`src/rtl/ex_div_seq.sv`:
```
// ex_div_seq
// Iterative 32-bit restoring divider for the EX stage (DIV / DIVU).
// An operation accepted in IDLE runs 32 shift/subtract iterations in BUSY.
// The result is then presented for exactly one cycle in DONE (or in ZERO for
// a zero divisor). While the divide is pending, the block holds the pipeline
// through stallreq_for_ex.
//
// Ports:
//   clk              pipeline clock, rising edge
//   rst              synchronous active-high reset
//   div_start        EX holds a DIV/DIVU (level, stable while stalled)
//   div_signed       1 = DIV (two's complement), 0 = DIVU
//   dividend         rs operand (32 bits)
//   divisor          rt operand (32 bits)
//   annul            cancels any in-flight operation
//   stallreq_for_ex  freeze request to the stall controller
//   div_ready        one-cycle result-valid pulse
//   div_hi           remainder (zero outside DONE)
//   div_lo           quotient (zero outside DONE)

module ex_div_seq (
  input  logic        clk,
  input  logic        rst,
  input  logic        div_start,
  input  logic        div_signed,
  input  logic [31:0] dividend,
  input  logic [31:0] divisor,
  input  logic        annul,
  output logic        stallreq_for_ex,
  output logic        div_ready,
  output logic [31:0] div_hi,
  output logic [31:0] div_lo
);

  typedef enum logic [1:0] {
    IDLE = 2'd0,
    BUSY = 2'd1,
    DONE = 2'd2,
    ZERO = 2'd3
  } state_t;

  state_t      state;
  state_t      state_nxt;
  logic [5:0]  cnt;
  logic [31:0] rem;
  logic [31:0] quo;
  logic [31:0] dvs_mag;
  logic        qneg;
  logic        rneg;

  logic [31:0] dvd_abs;
  logic [31:0] dvs_abs;
  logic [31:0] rem_shift;
  logic        rem_carry;
  logic [32:0] trial;
  logic        accept;

  // Operand magnitudes. In signed mode, a negative operand is negated. For
  // 0x80000000 the negation wraps back to itself, which is the correct
  // unsigned magnitude.
  always_comb begin
    dvd_abs = dividend;
    dvs_abs = divisor;
    if (div_signed && dividend[31]) dvd_abs = ~dividend + 32'd1;
    if (div_signed && divisor[31])  dvs_abs = ~divisor + 32'd1;
  end

  // One restoring step on the {rem, quo} pair shifted left by one.
  // The bit shifted out of rem is kept as bit 32 of the subtraction.
  // Without it, a remainder at or above 2^31 would be truncated when the
  // divisor is very large.
  always_comb begin
    rem_carry = rem[31];
    rem_shift = {rem[30:0], quo[31]};
    trial     = {rem_carry, rem_shift} - {1'b0, dvs_mag};
    accept    = ~trial[32];
  end

  // State register.
  always_ff @(posedge clk) begin
    if (rst) state <= IDLE;
    else     state <= state_nxt;
  end

  // Next-state logic. annul overrides every other transition.
  always_comb begin
    state_nxt = state;
    case (state)
      IDLE: begin
        if (div_start) begin
          if (divisor == 32'd0) state_nxt = ZERO;
          else                  state_nxt = BUSY;
        end
      end
      BUSY: begin
        if (cnt == 6'd31) state_nxt = DONE;
      end
      DONE:    state_nxt = IDLE;
      ZERO:    state_nxt = IDLE;
      default: state_nxt = IDLE;
    endcase
    if (annul) state_nxt = IDLE;
  end

  // Datapath. Operands and sign flags are captured only when IDLE moves to
  // BUSY. Changes to the inputs while BUSY are ignored.
  always_ff @(posedge clk) begin
    if (rst || annul) begin
      cnt     <= 6'd0;
      rem     <= 32'd0;
      quo     <= 32'd0;
      dvs_mag <= 32'd0;
      qneg    <= 1'b0;
      rneg    <= 1'b0;
    end else begin
      case (state)
        IDLE: begin
          if (div_start && (divisor != 32'd0)) begin
            cnt     <= 6'd0;
            rem     <= 32'd0;
            quo     <= dvd_abs;
            dvs_mag <= dvs_abs;
            qneg    <= div_signed & (dividend[31] ^ divisor[31]);
            rneg    <= div_signed & dividend[31];
          end
        end
        BUSY: begin
          rem <= accept ? trial[31:0] : rem_shift;
          quo <= {quo[30:0], accept};
          cnt <= cnt + 6'd1;
        end
        default: ;
      endcase
    end
  end

  // The stall request covers the accepting IDLE cycle and all of BUSY. It
  // drops in DONE/ZERO so that the pipeline advances on the div_ready cycle.
  always_comb begin
    stallreq_for_ex = ((state == IDLE) && div_start && !annul) || (state == BUSY);
  end

  // Result outputs depend only on registered state and are zero outside
  // DONE. ZERO gives hi = lo = 0.
  always_comb begin
    div_ready = (state == DONE) || (state == ZERO);
    div_lo    = 32'd0;
    div_hi    = 32'd0;
    if (state == DONE) begin
      div_lo = qneg ? (~quo + 32'd1) : quo;
      div_hi = rneg ? (~rem + 32'd1) : rem;
    end
  end

endmodule

```
`config.mk`:
```
export PLATFORM = sky130hd
export DESIGN_NAME = ex_div_seq
export DESIGN_NICKNAME = d
export VERILOG_FILES = /design/src/rtl/ex_div_seq.sv
export SDC_FILE = /design/constraint.sdc
export NUM_CORES = 1
export LEC_CHECK = 0
export BUFFER_PORTS_ARGS = -buffer_cell sky130_fd_sc_hd__buf_2
export CORE_MARGIN = 5
export CORE_UTILIZATION = 52
export DETAILED_ROUTE_END_ITERATION = 6
export GPL_ROUTABILITY_DRIVEN = 0
export GPL_TIMING_DRIVEN = 1
export PLACE_DENSITY = 0.74
export SETUP_SLACK_MARGIN = 0.3
export SLEW_MARGIN = 20
export SYNTH_ARGS = -nofsm -noshare
export SYNTH_HDL_FRONTEND = slang
export SYNTH_SLANG_ARGS = --single-unit
```
`constraint.sdc`:
```
create_clock -name clk -period 5.6 [get_ports clk]
set_input_delay 0.28 -clock clk [delete_from_list [all_inputs] [get_ports clk]]
set_output_delay 0.28 -clock clk [all_outputs]
set_load 0.03 [all_outputs]
```
* Word-level counts from Yosys, hierarchy flattened
Index checks and enable logic that the tools add are counted.
** Storage, ports and cells
- Bits in registers :: 106
- Input bits :: 69
- Output and inout bits :: 66
- Word-level logic and storage cells :: 63
** Operators by class
- $add $sub $neg :: 6
- Equal/unequal tests :: 7
- Mux-type cells :: 17
- Bitwise operators :: 8
- Reductions and logical operators :: 18
** Operators with widths (count)
- $mux 32 :: 9
- $add 32x1->32 const B :: 4
- $not 32->32 :: 4
- $pmux 32 s2 :: 2
- $sub 33x32->33 :: 1
- $logic_not 32->1 :: 1
- $reduce_bool 32->1 :: 1
- $pmux 6 s2 :: 1
- $add 6x1->6 const B :: 1
- $eq 6x5->1 const B :: 1
- $mux 2 :: 3
- $mux 6 :: 1
- $ne 2x2->1 const B :: 3
- $pmux 2 s3 :: 1
- $reduce_and 2->1 :: 3
- $logic_and 1x1->1 :: 5
- $eq 2x2->1 const B :: 2
- $reduce_or 2->1 :: 2
- $logic_or 1x1->1 :: 3
- $and 1x1->1 :: 2
- $eq 2x1->1 const B :: 1
- $logic_not 2->1 :: 1
- $reduce_bool 2->1 :: 1
- $logic_not 1->1 :: 1
- other kinds (2) :: 2

* Logic depth before layout (Yosys ltp)
- Word-level depth :: 5
- Mapped depth :: 14
- Mapped depth without buffers :: 12

* Worst setup path after synthesis
Ideal clock, no wire load.
- Path kind :: register to output
- Start :: reg rem[2]
- End :: out div_hi[25]
- Arrival :: 2.995 ns
- Data required time :: 5.320 ns
- Setup slack :: 2.325 ns
- Cell stages (with the launch flop) :: 9
- Path buffers :: 0
- Cells stage by stage :: dfxtp_1 -> or4_4 -> or4_4 -> nand4b_4 -> or3_4 -> or4_4 -> o31ai_4 -> xor2_1 -> nor2_1
** Between the ends
- Word-level cells in the longest chain between the ends :: 4
** RTL lines
- start: declaration :: RTL line 45 : logic [31:0] rem;
- start signal: assignment :: RTL line 128 : rem <= accept ? trial[31:0] : rem_shift;
- $not 32->32 :: RTL line 151 : div_hi = rneg ? (~rem + 32'd1) : rem;
- $add 32x1->32 :: RTL line 151
- $mux 32 :: RTL line 151
- $mux 32 :: RTL line 149 : if (state == DONE) begin
- end: declaration :: RTL line 31 : output logic [31:0] div_hi,
No other way between the ends.

* Worst setup path in the final report
- Start :: reg rem[3]
- End :: reg rem[13]
** Between the ends
- Word-level cells in the longest chain between the ends :: 3
** RTL lines
- $sub 33x32->33 :: RTL line 75 : trial = {rem_carry, rem_shift} - {1'b0, dvs_mag};
- $mux 32 :: RTL line 128
- $pmux 32 s2 :: RTL line 116 : case (state)
No other way between the ends.
A chain may end at the register's enable or synchronous reset.

==> key figures <==
Clock tree
  – Post-CTS sizing: 0
  – Clock tree buffer depth: 2
  – Clk_lat worst skew: 360 ps
  – Root buf cell: clkbuf_16
  – Hold_buf cts: 0
  – CTS H-tree lvls: 3
  – CTS tree: built
  – Postcts setup bufs: 0
  – Num CTS Buffers: 9
  – CTS Sinks: 106
  – Clock slew at reported path FFs: 70 ps

Finish
  – Area grow syn2layout: 12.2%
  – Nets: 1348
  – Core Util, Final: 58.9%
  – Layout cells sized above 1: 14.8%

Synthesis
  – Avg Inst Size Synth: 7.50 um2
  – Net count after synthesis: 1260
  – Yosys warnings: 0
  – Post-synth cell types: 70
  – Post-synthesis sequential area ratio: 24.5%
  – Yosys reg bits: 106
  – EDFF count, synth: 0
  – Ys async rst share: 0%
  – Synthesized area: 0.00864 mm2
  – Cells after synthesis: 1153
  – Top FF cell, synth: dfxtp_1

Timing
  – Total negative slack: 0 ps
  – Fin. max-slew vios: 0
  – Fin crit period: 3990 ps
  – Period utilization: 71.3%
  – Slew of the pin with the lowest slew margin: 991 ps
  – WHS: 208 ps
  – Setup violators final: 0
  – Final Hold Fails: 0
  – RSZ-0062 raised after global routing: no
  – Worst Clk Skew: 6.87 ps
  – Relative slew slack: 33.9%
  – Fmax: 250 MHz

Power
  – Pwr Total: 2010 uW
  – Leak: 0.00385 uW
  – Peak supply drop: 172 uV
  – Pwr per Cell Area: 207 mW/mm2

Worst hold path
  – Hold Startpoint: divisor[0]
  – Hold Path Stages: 3
  – Hold Path Class: input port to flop
  – Hold Path End: dvs_mag[0]

Die
  – Die width: 139 um
  – Core region area: 0.0165 mm2
  – DIE AREA: 0.0193 mm2
  – Top-level I/O count: 135
  – Die Y: 139 um
  – Row count: 47
  – Initial Util: 52.5%

GRT
  – Tot GR Track Use: 23.6%
  – GRT overflow: 0
  – Largest net degree at the start of global routing: 74
  – Initial antenna violation count: 4
  – First-pass GRT wire length: 38.6 mm
  – Number of global-route vias before repair: 7849

Routing
  – Vias per cell: 5.78
  – Vias: 8486
  – Post-Route WL: 23.3 mm
  – Antenna violation net count after detailed routing: 0
  – Iteration-0 DRC Markers: 558
  – 1st-pass router iterations: 5
  – # DRC: 0
  – DR WL/cell: 15.9 um

Placement
  – Port bufs: 134
  – DP HPWL: 17.4 mm

Worst setup path
  – Worst reg2reg path depth: 11
  – Critical Path End Type: flop
  – Worst r2r src: rem[3]
  – Flop-to-flop setup slack: 1610 ps
  – CP Launch Type: flop
  – CP Max Fanout: 39
  – Crit path kind: flop to flop
  – Req. time, crit path: 5870 ps
  – RR Endpoint: rem[13]
  – CP arrival: 4260 ps

Job
  – Max-cap violations: 0

Run status
  – Outcome: complete, no violations
==> worst max-delay path, stage by stage (launching register included) <==
cell	delay, ps
dfxtp_1	460
ha_1	330
a21o_1	220
a21oi_1	190
a21boi_1	140
a221oi_2	530
o211ai_1	290
a311oi_1	470
xnor2_2	150
buf_4	460
mux2_2	390
a211oi_1	240
==> per-layer routing <==
metal	vias to the layer above	GRT usage [%]	routed length [um]
li1	4266	-	-
met1	3925	31.6	10400
met2	255	38.7	10900
met3	34	3.79	1420
met4	6	8.03	533
met5	-	0	41
==> cell families (layout without fill, tap and decap cells) <==
group	Yosys count	in the layout	synth area share [%]
buf+inv	117	210	5.62
flops	106	106	24.5
other cells	0	1	0
xor+xnor	151	151	15.3
mux	25	25	2.91
simple gates	401	401	21.8
fa+ha+maj	38	38	5.59
compound gates	315	315	24.2
==> stage by stage <==
stage	worst slack [ps]	cells	area [um2]
2_1_floorplan	2330	1153	8640
3_3_place_gp	1850	1450	9370
3_5_place_dp	1720	1450	9370
4_1_cts	1670	1466	9690
5_1_grt	1410	1467	9700
6_report	1610	1467	9700
==> worst max path at each step <==
stage / start / endpoint
after floorplan: rem[2] / div_hi[25]
after global placement: rem[3] / rem[13]
after detailed placement: rem[3] / rem[13]
after CTS: rem[3] / rem[13]
after global routing: quo[31] / rem[13]
final: rem[3] / rem[13]
==> sequential cells by signal, indices dropped and copies added, names as in the netlist <==
signal	flops
dvs_mag	32
quo	32
rem	32
cnt	6
state	2
qneg	1
rneg	1
==> cell type report <==
class | instances | area (um2)
diodes | 1 | 2.50
inverters | 53 | 199
clock inverters | 7 | 93.8
multi-input cells | 930 | 6050
clock buffers | 9 | 225
repair buffers | 141 | 723
flip-flops and latches | 106 | 2120
fillers | 1562 | 6770
well taps | 220 | 275
==> power breakdown <==
group	total (uW)	internal [uW]	switching, uW
Clock	695	391	303
Sequential	801	776	24.7
Combinational	512	210	302
==> cells in the mapped netlist, types with 4 or more instances <==
cell type  instances  area [um2]
nor4_1            11        68.8
clkbuf_1          36         135
a22oi_1           17         128
mux2i_1           24         240
nand2_1          105         394
dfxtp_1          106        2120
o211ai_1           4        30.0
buf_4              8        60.1
a31oi_1            7        43.8
inv_1             53         199
o21a_1             4        30.0
xnor2_1           62         543
or4_4              4        45.0
nor2b_1           10        62.6
a21oi_1           74         370
a32oi_1            5        43.8
buf_2             13        65.1
xor2_1            89         780
nand2b_1          11        68.8
o41ai_1           15         131
nand3b_1           6        45.0
a221oi_1          13         114
o21ai_1           13        65.1
or4_1             11        82.6
a211oi_1          34         255
nand3_1           20         100
nand4_1            6        37.5
buf_1              7        26.3
nor3_1            18        90.1
ha_1              37         463
and3_1             5        31.3
o21ai_0           64         320
or3_1             11        68.8
a21o_1             8        60.1
nor2_1           165         619
o31ai_1           24         180
==> layout by cell type (no fill, tap or decap), drive strengths merged, types with 4 or more instances in the layout <==
master	instances
o21ai	78
a221oi	14
o21a	4
o211ai	4
ha	37
nor3	18
a31oi	7
a32oi	5
nand4	6
inv	53
nand2b	12
a211oi	34
nand3b	6
and2	4
xor2	89
a22oi	17
nor4	12
nand3	20
or4	15
nand2	106
or3	12
nor2	168
a21oi	74
dfxtp	106
buf	141
mux2i	24
o31ai	25
clkbuf	9
a21o	8
nor2b	10
o41ai	17
xnor2	62
and3	5
Power figures use the tool's default switching activity.
